**src/rtl/alu_pkg.sv**
```systemverilog
// Shared definitions for the ALU arbiter: op codes, FSM encoding, default widths.
package alu_pkg;

  localparam int unsigned DEF_LEN_A = 4;
  localparam int unsigned DEF_LEN_B = 5;
  localparam int unsigned DEF_LEN_F = 5;
  localparam int unsigned OP_W      = 3;
  localparam int unsigned PERF_W    = 16;

  localparam logic [OP_W-1:0] OP_NONE = 3'd0;
  localparam logic [OP_W-1:0] OP_ADD  = 3'd1;
  localparam logic [OP_W-1:0] OP_SUB  = 3'd2;
  localparam logic [OP_W-1:0] OP_AND  = 3'd3;
  localparam logic [OP_W-1:0] OP_OR   = 3'd4;
  localparam logic [OP_W-1:0] OP_LT   = 3'd5;
  localparam logic [OP_W-1:0] OP_SHL  = 3'd6;
  localparam logic [OP_W-1:0] OP_SHR  = 3'd7;

  typedef enum logic [1:0] {
    IDLE  = 2'd0,
    ISSUE = 2'd1,
    RESP  = 2'd2
  } state_t;

  // Op code 0 is reserved as "no operation" and is rejected with an error response.
  function automatic logic is_legal_op(input logic [OP_W-1:0] op);
    return op != OP_NONE;
  endfunction

endpackage

```
**src/rtl/rr_arb2.sv**
```systemverilog
// Two-way round-robin grant unit: a lone valid wins, a tie goes to the pointer.
module rr_arb2 (
  input  logic [1:0] i_valid,
  input  logic       i_ptr,
  output logic [1:0] o_gnt_c
);

  always_comb begin
    o_gnt_c = 2'b00;
    if (i_valid == 2'b11) begin
      o_gnt_c = i_ptr ? 2'b10 : 2'b01;
    end else begin
      o_gnt_c = i_valid;
    end
  end

endmodule

```
**src/rtl/alu_arbiter.sv**
```systemverilog
// Shares one external combinational ALU between two valid/ready requesters.
// Optional per-port accept counters are enabled with `define ALU_ARB_PERF_EN.
module alu_arbiter
  import alu_pkg::*;
#(
  parameter int unsigned LEN_A = DEF_LEN_A,
  parameter int unsigned LEN_B = DEF_LEN_B,
  parameter int unsigned LEN_F = DEF_LEN_F
) (
  input  logic             clk,
  input  logic             rst_n,
  input  logic             req0_valid,
  output logic             req0_ready,
  input  logic [LEN_A-1:0] req0_a,
  input  logic [LEN_B-1:0] req0_b,
  input  logic [OP_W-1:0]  req0_op,
  input  logic             req1_valid,
  output logic             req1_ready,
  input  logic [LEN_A-1:0] req1_a,
  input  logic [LEN_B-1:0] req1_b,
  input  logic [OP_W-1:0]  req1_op,
  output logic             rsp0_valid,
  input  logic             rsp0_ready,
  output logic [LEN_F-1:0] rsp0_f,
  output logic             rsp0_err,
  output logic             rsp1_valid,
  input  logic             rsp1_ready,
  output logic [LEN_F-1:0] rsp1_f,
  output logic             rsp1_err,
  output logic [LEN_A-1:0] alu_a,
  output logic [LEN_B-1:0] alu_b,
  output logic [OP_W-1:0]  alu_op,
  input  logic [LEN_F-1:0] alu_f
`ifdef ALU_ARB_PERF_EN
  ,
  output logic [PERF_W-1:0] perf_cnt0,
  output logic [PERF_W-1:0] perf_cnt1
`endif
);

  state_t           r_state;
  state_t           w_next;
  logic             r_ptr;
  logic             r_owner;
  logic [LEN_A-1:0] r_a;
  logic [LEN_B-1:0] r_b;
  logic [OP_W-1:0]  r_op;
  logic [LEN_F-1:0] r_f;
  logic             r_err;

  logic [1:0]       w_gnt;
  logic             w_acc0;
  logic             w_acc1;
  logic             w_acc;
  logic             w_rsp_hs;
  logic [OP_W-1:0]  w_op_in;

  rr_arb2 u_rr_arb2 (
    .i_valid ({req1_valid, req0_valid}),
    .i_ptr   (r_ptr),
    .o_gnt_c (w_gnt)
  );

  assign req0_ready = (r_state == IDLE) && w_gnt[0];
  assign req1_ready = (r_state == IDLE) && w_gnt[1];
  assign w_acc0     = req0_valid && req0_ready;
  assign w_acc1     = req1_valid && req1_ready;
  assign w_acc      = w_acc0 || w_acc1;
  assign w_op_in    = w_acc1 ? req1_op : req0_op;

  // Response side is decoded from registered state, so reset clears it without a clock.
  assign rsp0_valid = (r_state == RESP) && !r_owner;
  assign rsp1_valid = (r_state == RESP) && r_owner;
  assign rsp0_f     = rsp0_valid ? r_f : '0;
  assign rsp1_f     = rsp1_valid ? r_f : '0;
  assign rsp0_err   = rsp0_valid && r_err;
  assign rsp1_err   = rsp1_valid && r_err;
  assign w_rsp_hs   = (rsp0_valid && rsp0_ready) || (rsp1_valid && rsp1_ready);

  // Operands stay parked on the ALU inputs; only the op code is gated to ISSUE.
  assign alu_a  = r_a;
  assign alu_b  = r_b;
  assign alu_op = (r_state == ISSUE) ? r_op : OP_NONE;

  always_ff @(posedge clk or negedge rst_n) begin
    if (!rst_n) begin
      r_state <= IDLE;
    end else begin
      r_state <= w_next;
    end
  end

  always_comb begin
    w_next = r_state;
    case (r_state)
      IDLE:    if (w_acc) w_next = is_legal_op(w_op_in) ? ISSUE : RESP;
      ISSUE:   w_next = RESP;
      RESP:    if (w_rsp_hs) w_next = IDLE;
      default: w_next = IDLE;
    endcase
  end

  always_ff @(posedge clk or negedge rst_n) begin
    if (!rst_n) begin
      r_ptr   <= 1'b0;
      r_owner <= 1'b0;
      r_a     <= '0;
      r_b     <= '0;
      r_op    <= OP_NONE;
      r_f     <= '0;
      r_err   <= 1'b0;
    end else begin
      if (w_acc) begin
        r_a     <= w_acc1 ? req1_a : req0_a;
        r_b     <= w_acc1 ? req1_b : req0_b;
        r_op    <= w_op_in;
        r_owner <= w_acc1;
        if (!is_legal_op(w_op_in)) begin
          r_f   <= '0;
          r_err <= 1'b1;
        end
      end
      if (r_state == ISSUE) begin
        r_f   <= alu_f;
        r_err <= 1'b0;
      end
      if (w_rsp_hs) begin
        r_ptr <= ~r_owner;
      end
    end
  end

`ifdef ALU_ARB_PERF_EN
  logic [PERF_W-1:0] r_cnt0;
  logic [PERF_W-1:0] r_cnt1;

  // Saturating per-port accept counters.
  always_ff @(posedge clk or negedge rst_n) begin
    if (!rst_n) begin
      r_cnt0 <= '0;
      r_cnt1 <= '0;
    end else begin
      if (w_acc0 && (r_cnt0 != '1)) r_cnt0 <= r_cnt0 + PERF_W'(1);
      if (w_acc1 && (r_cnt1 != '1)) r_cnt1 <= r_cnt1 + PERF_W'(1);
    end
  end

  assign perf_cnt0 = r_cnt0;
  assign perf_cnt1 = r_cnt1;
`else
  // No performance counters in this build.
`endif

endmodule

```
**config.mk**
```make
export PLATFORM = sky130hd
export DESIGN_NAME = alu_arbiter
export DESIGN_NICKNAME = d
export VERILOG_FILES = /design/src/rtl/alu_pkg.sv /design/src/rtl/rr_arb2.sv /design/src/rtl/alu_arbiter.sv
export SDC_FILE = /design/constraint.sdc
export NUM_CORES = 1
export LEC_CHECK = 0
export BUFFER_PORTS_ARGS = -buffer_cell sky130_fd_sc_hd__buf_2
export CORE_AREA = 2 2 58 60
export CTS_BUF_LIST = sky130_fd_sc_hd__clkbuf_4 sky130_fd_sc_hd__clkbuf_8
export DETAILED_ROUTE_END_ITERATION = 8
export DIE_AREA = 0 0 60 62
export HOLD_SLACK_MARGIN = 0.06
export PLACE_DENSITY = 0.83
export SYNTH_ARGS = -nofsm -noshare
export SYNTH_HDL_FRONTEND = slang
export SYNTH_SLANG_ARGS = --single-unit
```
**constraint.sdc**
```tcl
create_clock -name clk -period 1.4 [get_ports clk]
set_clock_uncertainty 0.15 [all_clocks]
set_input_delay 0.21 -clock clk [delete_from_list [all_inputs] [get_ports clk]]
set_output_delay 0.21 -clock clk [all_outputs]
set_load 0.05 [all_outputs]
```
# [Yosys cells after proc, flatten, opt, wreduce, memory -nomap -nowiden]
# Cells that the tools add are included.
[word_totals] wordCells=51 rom_bits=0 memories=0 inputBits=35 ramBits=0 ff_bits=22 latchBits=0
[op_classes] shift=0 bitwise=1 multipliers=0 n_mux=18 n_addsub=0 n_lt_le_gt_ge=0 eq_ne=6 n_reduce_logical=18 n_div=0
[op_table] op="$mux W5" count=6
[op_table] op="$logic_and A1 B1 Y1" count=10
[op_table] op="$mux W2" count=5
[op_table] op="$mux W3" count=2
[op_table] op="$ne A2 B2 Y1 const B" count=3
[op_table] op="$pmux W2 S3" count=1
[op_table] op="$eq A2 B2 Y1 const B" count=2
[op_table] op="$mux W4" count=1
[op_table] op="$reduce_and A2 Y1" count=2
[op_table] op="$mux W1" count=3
[op_table] op="$reduce_bool A3 Y1" count=1
[op_table] op="$eq A2 B1 Y1 const B" count=1
[op_table] op="$logic_not A2 Y1" count=1
[op_table] op="$logic_or A1 B1 Y1" count=2
[op_table] op="$reduce_bool A2 Y1" count=1
[op_table] op="$logic_not A1 Y1" count=1
[op_table] op="$not A1 Y1" count=1

# [Depth between registers and ports, before layout]
[depth] depth_word=9 mapped_depth=5 mapped_depth_nobuf=4

# [By module]
# From an unflattened synthesis, not the netlist that was laid out.
[unflattened] cells_unflattened=110 area_unflattened_um2=1327.5
[by_module_without_submodules] module="alu_arbiter" n_inst=1 cells_each=107 area_each_um2=1308.8
[by_module_without_submodules] module="rr_arb2" n_inst=1 cells_each=3 area_each_um2=18.8

# [Worst setup path after synthesis]
# OpenSTA, ideal clock, no wires.
[synth_path] path_type="flip-flop to output port" start="register r_state[1]" end="output rsp0_err" n_path_buf=1 stages_incl_launch_ff=5 t_arrival_ns=1.771 t_required_ns=1.040 path_slack_ns=-0.731 path_cell_list="dfrtp_1 nor2b_1 nor2b_1 clkbuf_1 and2_1"
[synth_between] elab_chain_len=3
[synth_lines] element="start: declaration" line="alu_arbiter.sv:41" rtl="state_t r_state;"
[synth_lines] element="start signal: assignment" line="alu_arbiter.sv:89" rtl="r_state <= w_next;"
[synth_lines] element="$eq A2 B2 Y1" line="alu_arbiter.sv:72" rtl="assign rsp0_valid = (r_state == RESP) && !r_owner;"
[synth_lines] element="$logic_and A1 B1 Y1" line="alu_arbiter.sv:72"
[synth_lines] element="named net rsp0_valid" line="alu_arbiter.sv:22" rtl="output logic rsp0_valid,"
[synth_lines] element="$logic_and A1 B1 Y1" line="alu_arbiter.sv:76" rtl="assign rsp0_err = rsp0_valid && r_err;"
[synth_lines] element="end: declaration" line="alu_arbiter.sv:25" rtl="output logic rsp0_err,"
# The timed path passes the listed nets, and every way through them passes these cells.

# [Worst setup path after layout]
[layout_path] start="register r_state[0]" end="output rsp0_f[4]"
[layout_between] elab_chain_len=3
[layout_lines] element="$eq A2 B2 Y1" line="alu_arbiter.sv:72"
[layout_lines] element="$logic_and A1 B1 Y1" line="alu_arbiter.sv:72"
[layout_lines] element="$mux W5" line="alu_arbiter.sv:74" rtl="assign rsp0_f = rsp0_valid ? r_f : '0;"
[layout_lines] element="end: declaration" line="alu_arbiter.sv:24" rtl="output logic [LEN_F-1:0] rsp0_f,"
# Every way passes these cells.

==> metrics.yaml <==
power:
  p_per_area_nw_per_um2: 2110
  swShare_pct: 47.0
  combPwrFrac_pct: 68.4
  p_sw_w: 0.00254
  clock_power_share_pct: 9.2
  irDropWorstVdd_v: 0.00112
  p_leak_nw: 1.16
  p_seq_share_pct: 22.4
  p_int_w: 0.00287
grt:
  grt_overflow: 0
  grt_pass1_vias: 1725
  grt_pass1_wl_um: 7620
  antenna_found_initial: 0
  grt.total_usage_pct: 27.3
  grt_max_degree: 23
placement:
  place_hpwl_um: 2810
  io_buffers: 62
  gp_congestion: 0.807
run_status:
  status: "finished, violations left"
  violations: "negative setup slack"
clock_network:
  cts_tree: "done"
  root_buffer: "clkbuf_4"
  path_clk_slew_ns: 0.12
  insertion_delay_ns: 0.31
  cts_max_level: 1
  clkSinkCount: 22
  cts_buffers: 3
  max-clock-path-buffers: 2
sta:
  rsz0062_at_grt: "true"
  max_freq_ghz: 0.542
  finalSetupTns_ns: -13.31
  period_share_pct: 132
  fin_ws_ns: -0.444
  maxSlewHeadroom_pct: 65.6
  hold_ws_ns: 0.176
  setup_violations: 40
  tightestPinTransition_ns: 0.515
  hold_viol: 0
  report.final.slew_viol_count: 0
  layout_min_cycle_time_ns: 1.84
worst_setup_path:
  endpoint: "rsp0_f[4]"
  timing.rr.end: "r_state[0]$_DFFE_PN0P_"
  cp.required_ns: 1.04
  cp.arrival_ns: 1.48
  critical_path.max_fanout: 8
  cp-startpoint: "r_state[0]$_DFFE_PN0P_"
  crit_path_end_kind: "primary output"
  path_class: "reg -> out"
  timing.rr.start: "r_state[0]$_DFFE_PN0P_"
  worstRegToRegCells: 7
  regToRegSetupSlack_ns: -0.32
  start_kind: "flop"
synthesis:
  synth_seq_area_share_pct: 44.6
  yosysMostFrequentCell: "dfrtp_1"
  synth_area_leaders: "dfrtp_1 (45%), and2_1 (8.1%), a31oi_1 (6.1%)"
  async_flop_share_pct: 100
  synth.cell_area_sq_um: 1230
  synthesis.nets: 176
  syn_inst: 141
  yosysWarnings: 0
  synth_area_per_cell_sq_um: 8.76
  ys_top_cells_by_count: "dfrtp_1 (22), and2_1 (16), nand2_1 (14)"
  synth-main-ff-cell: "dfrtp_1"
  synth_edf_count: 0
  yosys.area.top_type_share_pct: 44.6
  synth.ff_latch_count: 22
  ys_types: 30
  synth_top_cell_by_area: "dfrtp_1"
routing:
  drtPass1Iterations: 4
  drt_first_iter_violations: 54
  drc: 0
  ant_nets: 0
  vias: 1558
  wl_um: 4870
  wl_per_cell_um: 16.1
  vias_per_cell: 5.14
layout:
  nNetsFinal: 293
  drive_above_1_share_pct: 54.5
  antenna_cells: 0
  areaGrowthSynthToFinish_pct: 108
  nFillCells: 196
run:
  cap_violations: 0
hold_path:
  hold_class: "in -> reg"
floorplanning:
  die_y_um: 62
  die_w_um: 60
  pin_count: 63
  dieArea_sq_um: 3720
  rows: 21
  start_util_pct: 38.8
  fp.coreArea_sq_um: 3180
## flip-flops by register name, indices dropped and copies added, names as in the netlist
register	cells
r_ptr	1
alu_a	4
r_op	3
alu_b	5
r_state	2
r_err	1
r_f	5
r_owner	1
## layout by cell type, fill, tap and decap left out, types with 5 or more instances in the layout
cell type      netlist  final
o31ai_1              5      5
buf_4                0     19
a31oi_1             12     12
dfrtp_1             22     20
o21ai_2              0     11
buf_8                0     19
dlygate4sd3_1        0     32
nand3_1             12     12
and2_4               0     15
buf_6                0      5
buf_2                4     44
nand2_1             14     11
a21oi_1             13     13
## timing repair
action / 4_1_cts / 5_1_grt
pin swaps: 17 / 18
gates cloned: 1 / 0
setup buffers: 7 / 4
hold endpoints to repair: 40 / 0
setup endpoints to repair: 40 / 41
hold buffers: 32 / 0
gates resized for setup: 78 / 11
## per-layer routing
metal / vias up / share of wire (%) / global-route usage, %
met3: 4 / 5.9 / 6.83
met4: 0 / 0.74 / 6.35
li1: 744 / - / -
met1: 733 / 36 / 28.1
met5: - / 0 / 0
met2: 77 / 58 / 55.0
## critical path: stages, from the launching register on
cell,delay (ns)
dfrtp_2,0.47
nor2b_4,0.12
nor2b_4,0.25
and2_4,0.19
buf_8,0.14
## through the flow
| step | area, sq um | setup slack (ns) | cells | total power (W) | utilization [%] |
|---|---|---|---|---|---|
| after detailed placement | 1780 | -0.259 | 257 | 0.00402 | 55.9 |
| after CTS | 2490 | -0.432 | 299 | 0.00519 | 78.3 |
| after global routing | 2560 | -0.531 | 303 | 0.00569 | 80.6 |
| final | 2560 | -0.444 | 303 | 0.00541 | 80.6 |
| after floorplan | 1320 | -0.149 | 141 | 0.00319 | - |
| after global placement | 1780 | -0.216 | 257 | 0.00394 | 55.9 |
## worst min path at each step
stage | slack (ns) | start | cells after the start | to
floorplan | -0.24 | rst_n | 0 | alu_a[0]$_DFFE_PN0P_
CTS | 0.17 | req0_op[0] | 3 | r_state[0]$_DFFE_PN0P_
finish | 0.18 | req0_op[1] | 3 | r_state[0]$_DFFE_PN0P_
detailed placement | 0.06 | rst_n | 1 | r_ptr$_DFFE_PN0P_
global placement | 0.05 | rst_n | 1 | r_ptr$_DFFE_PN0P_
global route | 0.19 | req0_op[0] | 3 | r_state[0]$_DFFE_PN0P_
## power by group through the flow
stage / sequential [W] / clock [W] / combinational [W]
floorplan: 0.00160 / 0 / 0.00158
global placement: 0.00117 / 0 / 0.00277
detailed placement: 0.00119 / 0 / 0.00283
CTS: 0.00119 / 0.000500 / 0.00350
global route: 0.00124 / 0.000540 / 0.00391
finish: 0.00121 / 0.000499 / 0.00370
## cell families after synthesis
group | count (synthesis) | share of synthesized area [%]
compound gates | 47 | 22.8
buf+inv | 13 | 4.36
flops | 22 | 44.6
mux | 1 | 0.811
simple gates | 58 | 27.5
## layout make-up
| class | count | area, sq um | share of cell area (%) |
|---|---|---|---|
| sequential | 22 | 553 | 21.6 |
| inverter | 2 | 11.3 | 0.439 |
| timing repair buffer | 123 | 1110 | 43.4 |
| tap | 46 | 57.6 | 2.24 |
| clock buffer | 3 | 22.5 | 0.878 |
| clock inverter | 1 | 30.0 | 1.17 |
| multi-input combinational | 106 | 777 | 30.3 |
Power figures use the tool's default switching activity.
